[src/rtl/bert_mem_pkg.sv]
`default_nettype none
// ============================================================================
// Module   : bert_mem_pkg
// Desc     : Buffer-select tags and BRAM memory map shared by fetch and collect.
// Revision : 1.0
// ============================================================================
package bert_mem_pkg;

    localparam int SEL_WIDTH = 2;

    typedef enum logic [SEL_WIDTH-1:0] {
        BUF_WEIGHT = 2'b00,
        BUF_K      = 2'b01,
        BUF_V      = 2'b10
    } buf_sel_e;

    localparam logic [15:0] C_WEIGHT_BASE_ADDR = 16'h0000;
    localparam logic [15:0] C_K_BASE_ADDR      = 16'h4000;
    localparam logic [15:0] C_V_BASE_ADDR      = 16'h8000;

endpackage
`default_nettype wire

[src/rtl/tile_fifo2.sv]
`default_nettype none
// ============================================================================
// Module   : tile_fifo2
// Desc     : Two-entry valid/ready FIFO, registered head, reports dropped pushes.
// Revision : 1.0
// ============================================================================
module tile_fifo2 #(
    parameter int WIDTH = 8
) (
    input  logic             clk,
    input  logic             rst_n,
    input  logic             i_flush,
    input  logic             i_push,
    input  logic [WIDTH-1:0] i_push_data,
    input  logic             i_ready,
    output logic             o_valid,
    output logic [WIDTH-1:0] o_data,
    output logic             o_push_drop,
    output logic [1:0]       o_count_next
);

    logic [1:0]       count_q, count_d;
    logic [WIDTH-1:0] head_q, head_d;
    logic [WIDTH-1:0] tail_q, tail_d;
    logic             w_pop;

    always_comb begin
        head_d      = head_q;
        tail_d      = tail_q;
        count_d     = count_q;
        o_push_drop = 1'b0;
        w_pop       = (count_q != 2'd0) && i_ready;
        if (i_flush) begin
            count_d = 2'd0;
            head_d  = '0;
            tail_d  = '0;
        end else begin
            case ({i_push, w_pop})
                2'b11: begin
                    if (count_q == 2'd1) begin
                        head_d = i_push_data;
                    end else begin
                        head_d = tail_q;
                        tail_d = i_push_data;
                    end
                end
                2'b01: begin
                    head_d  = tail_q;
                    count_d = count_q - 2'd1;
                end
                2'b10: begin
                    case (count_q)
                        2'd0: begin
                            head_d  = i_push_data;
                            count_d = 2'd1;
                        end
                        2'd1: begin
                            tail_d  = i_push_data;
                            count_d = 2'd2;
                        end
                        default: o_push_drop = 1'b1;
                    endcase
                end
                default: ;
            endcase
        end
        o_count_next = count_d;
    end

    always_ff @(posedge clk or negedge rst_n) begin
        if (!rst_n) begin
            count_q <= 2'd0;
            head_q  <= '0;
            tail_q  <= '0;
        end else begin
            count_q <= count_d;
            head_q  <= head_d;
            tail_q  <= tail_d;
        end
    end

    assign o_valid = (count_q != 2'd0);
    assign o_data  = head_q;

endmodule
`default_nettype wire

[src/rtl/tile_collector.sv]
`default_nettype none
// ============================================================================
// Module   : tile_collector
// Desc     : Aligns BRAM read data to fetch strobes and packs words into tagged tiles.
// Revision : 1.0
// ============================================================================
module tile_collector
    import bert_mem_pkg::*;
#(
    parameter int DATA_WIDTH           = 64,
    parameter int NUM_FETCHES_PER_TILE = 2,
    parameter int READ_LATENCY         = 1,
    parameter int SEL_WIDTH            = bert_mem_pkg::SEL_WIDTH
) (
    input  logic                                       clk,
    input  logic                                       rst_n,
    input  logic                                       flush,
    input  logic                                       bram_en,
    input  logic [SEL_WIDTH-1:0]                       buffer_select,
    input  logic [DATA_WIDTH-1:0]                      bram_rdata,
    output logic                                       tile_valid,
    output logic [DATA_WIDTH*NUM_FETCHES_PER_TILE-1:0] tile_data,
    output logic [SEL_WIDTH-1:0]                       tile_src,
    input  logic                                       tile_ready,
    output logic                                       can_fetch,
    output logic                                       overflow_err
);

    localparam int C_CNT_W  = (NUM_FETCHES_PER_TILE > 1) ? $clog2(NUM_FETCHES_PER_TILE) : 1;
    localparam int C_TILE_W = DATA_WIDTH * NUM_FETCHES_PER_TILE;
    localparam int C_PAY_W  = SEL_WIDTH + C_TILE_W;
    localparam logic [C_CNT_W-1:0] C_LAST_WORD = C_CNT_W'(NUM_FETCHES_PER_TILE - 1);
    localparam logic [C_CNT_W-1:0] C_ONE       = C_CNT_W'(1);

    logic [READ_LATENCY-1:0]                 en_pipe_q, en_pipe_d;
    logic [READ_LATENCY-1:0][SEL_WIDTH-1:0]  sel_pipe_q, sel_pipe_d;
    logic [C_CNT_W-1:0]                      word_cnt_q, word_cnt_d;
    logic [SEL_WIDTH-1:0]                    tag_q, tag_d;
    logic [NUM_FETCHES_PER_TILE-1:0][DATA_WIDTH-1:0] asm_q, asm_d;
    logic                                    overflow_q, overflow_d;
    logic                                    can_fetch_q, can_fetch_d;

    logic                 w_en_d;
    logic [SEL_WIDTH-1:0] w_sel_d;
    logic                 w_push;
    logic [C_PAY_W-1:0]   w_push_payload;
    logic [C_PAY_W-1:0]   w_head_payload;
    logic                 w_push_drop;
    logic [1:0]           w_count_next;
    logic                 w_busy_next;

    assign w_en_d  = en_pipe_q[READ_LATENCY-1];
    assign w_sel_d = sel_pipe_q[READ_LATENCY-1];

    // Flush wins over everything: the strobe presented alongside it never enters the pipeline.
    always_comb begin
        en_pipe_d  = '0;
        sel_pipe_d = '0;
        word_cnt_d = word_cnt_q;
        tag_d      = tag_q;
        asm_d      = asm_q;
        w_push     = 1'b0;
        if (flush) begin
            word_cnt_d = '0;
            tag_d      = '0;
            asm_d      = '0;
        end else begin
            en_pipe_d[0]  = bram_en;
            sel_pipe_d[0] = buffer_select;
            for (int i = 1; i < READ_LATENCY; i++) begin
                en_pipe_d[i]  = en_pipe_q[i-1];
                sel_pipe_d[i] = sel_pipe_q[i-1];
            end
            if (w_en_d) begin
                asm_d[word_cnt_q] = bram_rdata;
                if (word_cnt_q == '0) begin
                    tag_d = w_sel_d;
                end
                if (word_cnt_q == C_LAST_WORD) begin
                    w_push     = 1'b1;
                    word_cnt_d = '0;
                end else begin
                    word_cnt_d = word_cnt_q + C_ONE;
                end
            end
        end
        w_push_payload = {tag_d, asm_d};
    end

    // Look ahead at next-cycle occupancy so can_fetch falls right after a fetch starts.
    always_comb begin
        w_busy_next = (word_cnt_d != '0) || (|en_pipe_d);
        can_fetch_d = ({1'b0, w_count_next} + {2'b00, w_busy_next}) < 3'd2;
        overflow_d  = flush ? 1'b0 : (overflow_q | w_push_drop);
    end

    always_ff @(posedge clk or negedge rst_n) begin
        if (!rst_n) begin
            en_pipe_q   <= '0;
            sel_pipe_q  <= '0;
            word_cnt_q  <= '0;
            tag_q       <= '0;
            asm_q       <= '0;
            overflow_q  <= 1'b0;
            can_fetch_q <= 1'b1;
        end else begin
            en_pipe_q   <= en_pipe_d;
            sel_pipe_q  <= sel_pipe_d;
            word_cnt_q  <= word_cnt_d;
            tag_q       <= tag_d;
            asm_q       <= asm_d;
            overflow_q  <= overflow_d;
            can_fetch_q <= can_fetch_d;
        end
    end

    tile_fifo2 #(
        .WIDTH (C_PAY_W)
    ) u_fifo (
        .clk          (clk),
        .rst_n        (rst_n),
        .i_flush      (flush),
        .i_push       (w_push),
        .i_push_data  (w_push_payload),
        .i_ready      (tile_ready),
        .o_valid      (tile_valid),
        .o_data       (w_head_payload),
        .o_push_drop  (w_push_drop),
        .o_count_next (w_count_next)
    );

    assign tile_data    = w_head_payload[C_TILE_W-1:0];
    assign tile_src     = w_head_payload[C_PAY_W-1:C_TILE_W];
    assign can_fetch    = can_fetch_q;
    assign overflow_err = overflow_q;

endmodule
`default_nettype wire

[config.mk]
export PLATFORM = sky130hd
export DESIGN_NAME = tile_collector
export DESIGN_NICKNAME = d
export VERILOG_FILES = /design/src/rtl/bert_mem_pkg.sv /design/src/rtl/tile_fifo2.sv /design/src/rtl/tile_collector.sv
export SDC_FILE = /design/constraint.sdc
export NUM_CORES = 1
export LEC_CHECK = 0
export ABC_CLOCK_PERIOD_IN_PS = 2900
export CAP_MARGIN = 20
export CORE_MARGIN = 2
export CORE_UTILIZATION = 40
export DETAILED_ROUTE_END_ITERATION = 8
export SYNTH_ARGS = -nofsm -noshare
export SYNTH_HDL_FRONTEND = slang
export SYNTH_HIERARCHICAL = 1
export SYNTH_SLANG_ARGS = --single-unit
[constraint.sdc]
create_clock -name clk -period 2.9 [get_ports clk]
set_clock_uncertainty 0.2 [all_clocks]
set_input_delay 0.435 -clock clk [delete_from_list [all_inputs] [get_ports clk]]
set_output_delay 0.435 -clock clk [all_outputs]
set_load 0.01 [all_outputs]
Yosys cells after proc, flatten, opt, wreduce, memory -nomap -nowiden
Cells that the tools add are included.
{"block": "totals", "regBits": 398, "output_inout_bits": 133, "elab_cells": 64}
{"block": "classes", "add_sub_neg": 3, "muxes": 30, "reduce_logical": 10, "bitwise": 1, "n_eq_ne": 6, "order_cmp": 3}
{"op": "two-way mux 130 bit", "count": 5}
{"op": "one-hot mux 130 bit (3 select lines)", "count": 1}
{"op": "one-hot mux 130 bit (2 select lines)", "count": 1}
{"op": "two-way mux 128 bit", "count": 2}
{"op": "bitwise mux 128 bit", "count": 1}
{"op": "demux 64 bit (select 1 bit)", "count": 1}
{"op": "two-way mux 64 bit", "count": 1}
{"op": "two-way mux 1 bit", "count": 11}
{"op": "two-way mux 2 bit", "count": 5}
{"op": "one-hot mux 2 bit (2 select lines)", "count": 2}
{"op": "!= test 3 bit (second input constant)", "count": 2}
{"op": "equality test 2 x 1 -> 1 bit (second input constant)", "count": 2}
{"op": "equality test 2 bit (second input constant)", "count": 2}
{"op": "AND reduction 2 bit", "count": 2}
{"op": "nonzero test 4 bit", "count": 1}
{"op": "adder 2 x 1 -> 3 bit", "count": 1}
{"op": "< comparator 3 x 2 -> 1 bit (second input constant)", "count": 1}
{"op": "nonzero test 3 bit", "count": 1}
{"op": "logical AND 1 bit", "count": 2}
{"op": "zero test 2 bit", "count": 1}
{"op": "< comparator 1 x 2 -> 1 bit (second input constant)", "count": 1}
{"op": "nonzero test 2 bit", "count": 1}
{"op": "OR reduction 2 bit", "count": 1}
{"op": "subtractor 2 x 1 -> 2 bit (second input constant)", "count": 1}
{"op": "other kinds (4)", "count": 4}

Depth between registers and ports, before layout
{"block": "depth", "ltp_word": 10, "depth_mapped": 13, "ltp_nobuf": 10}

By module
Netlist, hierarchy kept.
{"mod": "tile_fifo2", "cells_each": 1346, "area_each_um2": 13384.1, "instances": 1, "seq_area_each_um2": 6556.3}
{"mod": "tile_collector", "cells_each": 510, "area_each_um2": 6299.8, "instances": 1, "seq_area_each_um2": 3404.5}

Least setup slack after synthesis
Ideal clock, no wire load.
{"block": "synth_path", "path_type": "input port to flip-flop", "start": "input port flush", "end": "register u_fifo.head_q[0], in the netlist u_fifo/o_data[0]", "cell_stages": 9, "setup_ns": 0.121, "path_slack_ns": 0.437, "arrival_time_ns": 2.142, "path_cell_list": "clkbuf_1 > nor2b_1 > inv_1 > ha_1 > buf_2 > buf_2 > clkbuf_1 > a21oi_1 > a22o_1"}
{"block": "synth_between", "elab_chain_len": 4}
{"element": "start: declaration", "line_no": "tile_collector.sv:17", "source": "input logic flush,"}
{"element": "two-way mux 1 bit *", "line_no": "tile_collector.sv:63", "source": "if (flush) begin"}
{"element": "net w_push", "line_no": "tile_collector.sv:45", "source": "logic w_push;"}
{"element": "equality test 2 bit or equality test 2 x 1 -> 1 bit (tied branches)", "line_no": "tile_fifo2.sv:38", "source": "case ({i_push, w_pop})"}
{"element": "one-hot mux 130 bit (3 select lines), or another cell as far along", "line_no": "tile_fifo2.sv:38"}
{"element": "two-way mux 130 bit or AND reduction 2 bit (tied branches)"}
{"element": "end signal: assignment", "line_no": "tile_fifo2.sv:73", "source": "head_q <= '0;"}
{"element": "end signal: assignment", "line_no": "tile_fifo2.sv:77", "source": "head_q <= head_d;"}
{"element": "end: declaration", "line_no": "tile_fifo2.sv:23", "source": "logic [WIDTH-1:0] head_q, head_d;"}
Mark *: on every way through the listed nets, which the timed path passes. The rest lies on a longest branch. The select of a mux whose other input is x is not followed.
A chain may end at the register's enable or synchronous reset.

Worst setup path in the final report
{"block": "layout_path", "start": "register u_fifo.count_q[0]", "end": "output port tile_valid"}
{"block": "layout_between", "elab_chain_len": 1}
{"element": "start: declaration", "line_no": "tile_fifo2.sv:22", "source": "logic [1:0] count_q, count_d;"}
{"element": "start signal: assignment", "line_no": "tile_fifo2.sv:76", "source": "count_q <= count_d;"}
{"element": "nonzero test 2 bit", "line_no": "tile_fifo2.sv:82", "source": "assign o_valid = (count_q != 2'd0);"}
{"element": "end: declaration", "line_no": "tile_collector.sv:21", "source": "output logic tile_valid,"}
Every way passes these cells.

==> reports/metrics.yaml <==
timing:
  period_minus_slack_ps: 2640
  rsz0062_at_grt: "no"
  fmax_ghz: 0.379
  finalHoldViolations: 0
  maxSlewViolCount: 0
  setup_viol: 0
  period_share: 0.910
  worst_slack_ps: 260
  hold_ws_ps: 164
  relSlewSlack: 0.546
  worst_pin_slew_ps: 681
  fin_tns_setup_ps: 0
logic_synthesis:
  yosys_register_bits: 398
  yosysWarningCount: 6
  synth_nets: 1934
  synth_area_leaders: "dfrtp_1 50%, mux2i_1 13%, a21oi_1 6.6%, nand2b_1 6.2%, a22o_1 5.8%"
  synth_top_cell_area_share: 0.505
  synth_top_cell_by_area: "dfrtp_1"
  ys_seq_area_frac: 0.506
  syn-cell-area_um2: 19700
  synthCells: 1856
  syn_avg_cell_area_um2: 10.6
  ys_types: 29
global_routing:
  antenna_found_initial: 0
  overflow: 0
  grt_usage: 0.210
  grt_pass1_wl_um: 85300
  grt_pass1_vias: 14700
  grt_max_degree: 144
critical_path:
  critical_path.endpoint_type: "output port"
  r2r_cells: 10
  cp_slowest_stage_delay_ps: 560
  arrival_ps: 2010
  critical_path_class: "reg -> out"
  start_kind: "register"
  worst_path_most_repeated_cell: "inv_1"
  slowest_stage: "clkdlybuf4s50_1"
  path_max_fanout: 3
  required_ps: 2270
  crit_path_cell_trace: "inv_1 -> ha_1 -> inv_1 -> clkdlybuf4s50_1"
pwr:
  power_mw: 12.6
  ir_drop_mv: 0.335
  p_int_mw: 9.52
  p_sw_mw: 3.08
  power.density_nw_per_um2: 524
  clkPwrFrac: 0.462
  p_seq_frac: 0.449
  p_sw_frac: 0.244
  pwr-share-comb: 0.089
  power_leakage_nw: 10.1
run_status:
  status: "complete, no violations"
clock_network:
  clk_path_buf_depth: 3
  cts_buffers: 45
  cts-root-buf: "clkbuf_16"
  htreeDepth: 2
  ctsResizeCount: 0
  cts_tree: "built"
  clk_pin_slew_ps: 60
  clk_latency_ps: 580
  cts_sinks: 398
drt:
  drtIter0Drc: 1359
  drt-total-wl_um: 53700
  vias: 15000
  avgViaCountPerCell: 5.61
  drt_drc_violations_left: 0
  drtAntennaViolNets: 0
  wire_per_inst_um: 20.0
  drt_first_pass_iters: 5
layout:
  final_area_um2: 24000
  final_nets: 2059
  drive_gt1_frac: 0.0739
  fillers: 4385
  fin_cells: 2681
  num_antenna_cells: 0
  area_growth_pct: 22.1
  utilization: 0.493
placement:
  dpl_cell_area_um2: 22500
  dpl.cell_count: 2597
  port_buffers: 203
  pre_cts_slack_ps: 59.6
  globalplace.congestion: 0.733
  dp_hpwl_um: 31400
floorplanning:
  io_pins: 204
  fp-row-count: 81
  die_h_um: 226
  die_w_um: 226
  coreArea_um2: 48700
  initial_utilization: 0.404
  dieArea_um2: 51000
min_path:
  hold_class: "in -> async"
flow_run:
  drv_cap: 0
==> per-layer routing <==
metal  vias up  GRT usage  share of wire
met5         -          0              0
met4         0     0.0743          0.027
met3        77     0.0269          0.045
met2       429      0.337           0.48
met1      7611      0.293           0.45
li1       6919          -              -
==> cells in the mapped netlist <==
library cell    n
nor2_1          4
nand2b_1      194
nor3_1          1
and2b_1         1
nand2_1       261
and2_1          2
o31ai_1         1
a211oi_1        1
buf_2          43
inv_1           8
dfrtp_1       397
a31oi_1         1
a31o_2          2
nor4bb_1        2
nand2b_4        1
mux2_2          1
buf_6          24
dfstp_2         1
or2_2           1
nor2b_1         6
a22o_1        131
buf_4           4
a21oi_1       261
ha_1            7
buf_1           3
clkbuf_1       98
a221oi_1      130
buf_8          11
mux2i_1       259
==> registers in the layout, summed over array words and instances (netlist names) <==
name            cells
asm_q             128
can_fetch           1
en_pipe_q           1
overflow_err        1
sel_pipe_q          2
tag_q               2
u_fifo/count_q      2
u_fifo/o_data     130
u_fifo/tail_q     130
word_cnt_q          1
==> critical path, delay by kind of cell (launching register included) <==
family	cells	cell delay, ps
adders and majority gates	1	250
buffers and inverters	3	800
DFF	1	390
==> final timing paths <==
check,slack [ps],start,end
worst max-delay path,260,u_fifo/count_q[0],tile_valid
worst min-delay path,160,rst_n,asm_q[114]
worst max register to register,260,en_pipe_q,u_fifo/o_data[46]
worst min register to register,300,u_fifo/o_data[11],u_fifo/o_data[11]
max in group asynchronous,1470,rst_n,u_fifo/tail_q[14]
min in group clk,220,flush,overflow_err
==> cell usage in the layout, fill, tap and decap left out, drive strengths merged, types with 2 or more instances in the layout <==
| master | synthesis | layout |
|---|---|---|
| nor2 | 4 | 4 |
| a21oi | 261 | 261 |
| a31o | 2 | 2 |
| inv | 8 | 9 |
| ha | 7 | 7 |
| nand2b | 195 | 195 |
| nor4bb | 2 | 2 |
| and2 | 2 | 2 |
| dfrtp | 397 | 397 |
| buf | 85 | 58 |
| nand2 | 261 | 261 |
| a22o | 131 | 131 |
| nor2b | 6 | 6 |
| clkdlybuf4s50 | 0 | 201 |
| clkinvlp | 0 | 2 |
| clkbuf | 98 | 71 |
| mux2i | 259 | 259 |
| a221oi | 130 | 130 |
| clkinv | 0 | 9 |
==> cells by family (layout without fill, tap and decap cells) <==
group | count (synthesis) | count (layout) | synth area share
AND/OR/NAND/NOR | 473 | 473 | 0.117
buffers and inverters | 191 | 352 | 0.0554
adder cells (fa/ha/maj) | 7 | 7 | 0.00445
flip-flops | 398 | 398 | 0.506
AO/OA/AOI/OAI | 527 | 527 | 0.184
multiplexers | 260 | 260 | 0.132
==> power by group through the flow <==
stage          clock network [mW]  registers, mW  logic, mW
2_1_floorplan                   0           5.76      0.643
3_3_place_gp                    0           5.76       1.12
3_5_place_dp                    0           5.76       1.13
4_1_cts                      5.97           5.66       1.14
5_1_grt                      6.18           5.67       1.22
6_report                     5.82           5.66       1.12
==> final cells by class <==
cell class	instances	area (µm²)	area share
timing repair buffer	261	2990	0.125
inverter	8	30.0	0.00125
clock inverter	13	98.8	0.00411
multi-input combinational	1267	8690	0.362
tap	664	831	0.0346
sequential	398	9960	0.415
clock buffer	70	1420	0.0592
==> what timing repair did <==
action,in CTS,in global routing
hold buffers,1,0
setup buffers,0,0
endpoints found under the hold margin,207,0
Power figures use the tool's default switching activity.
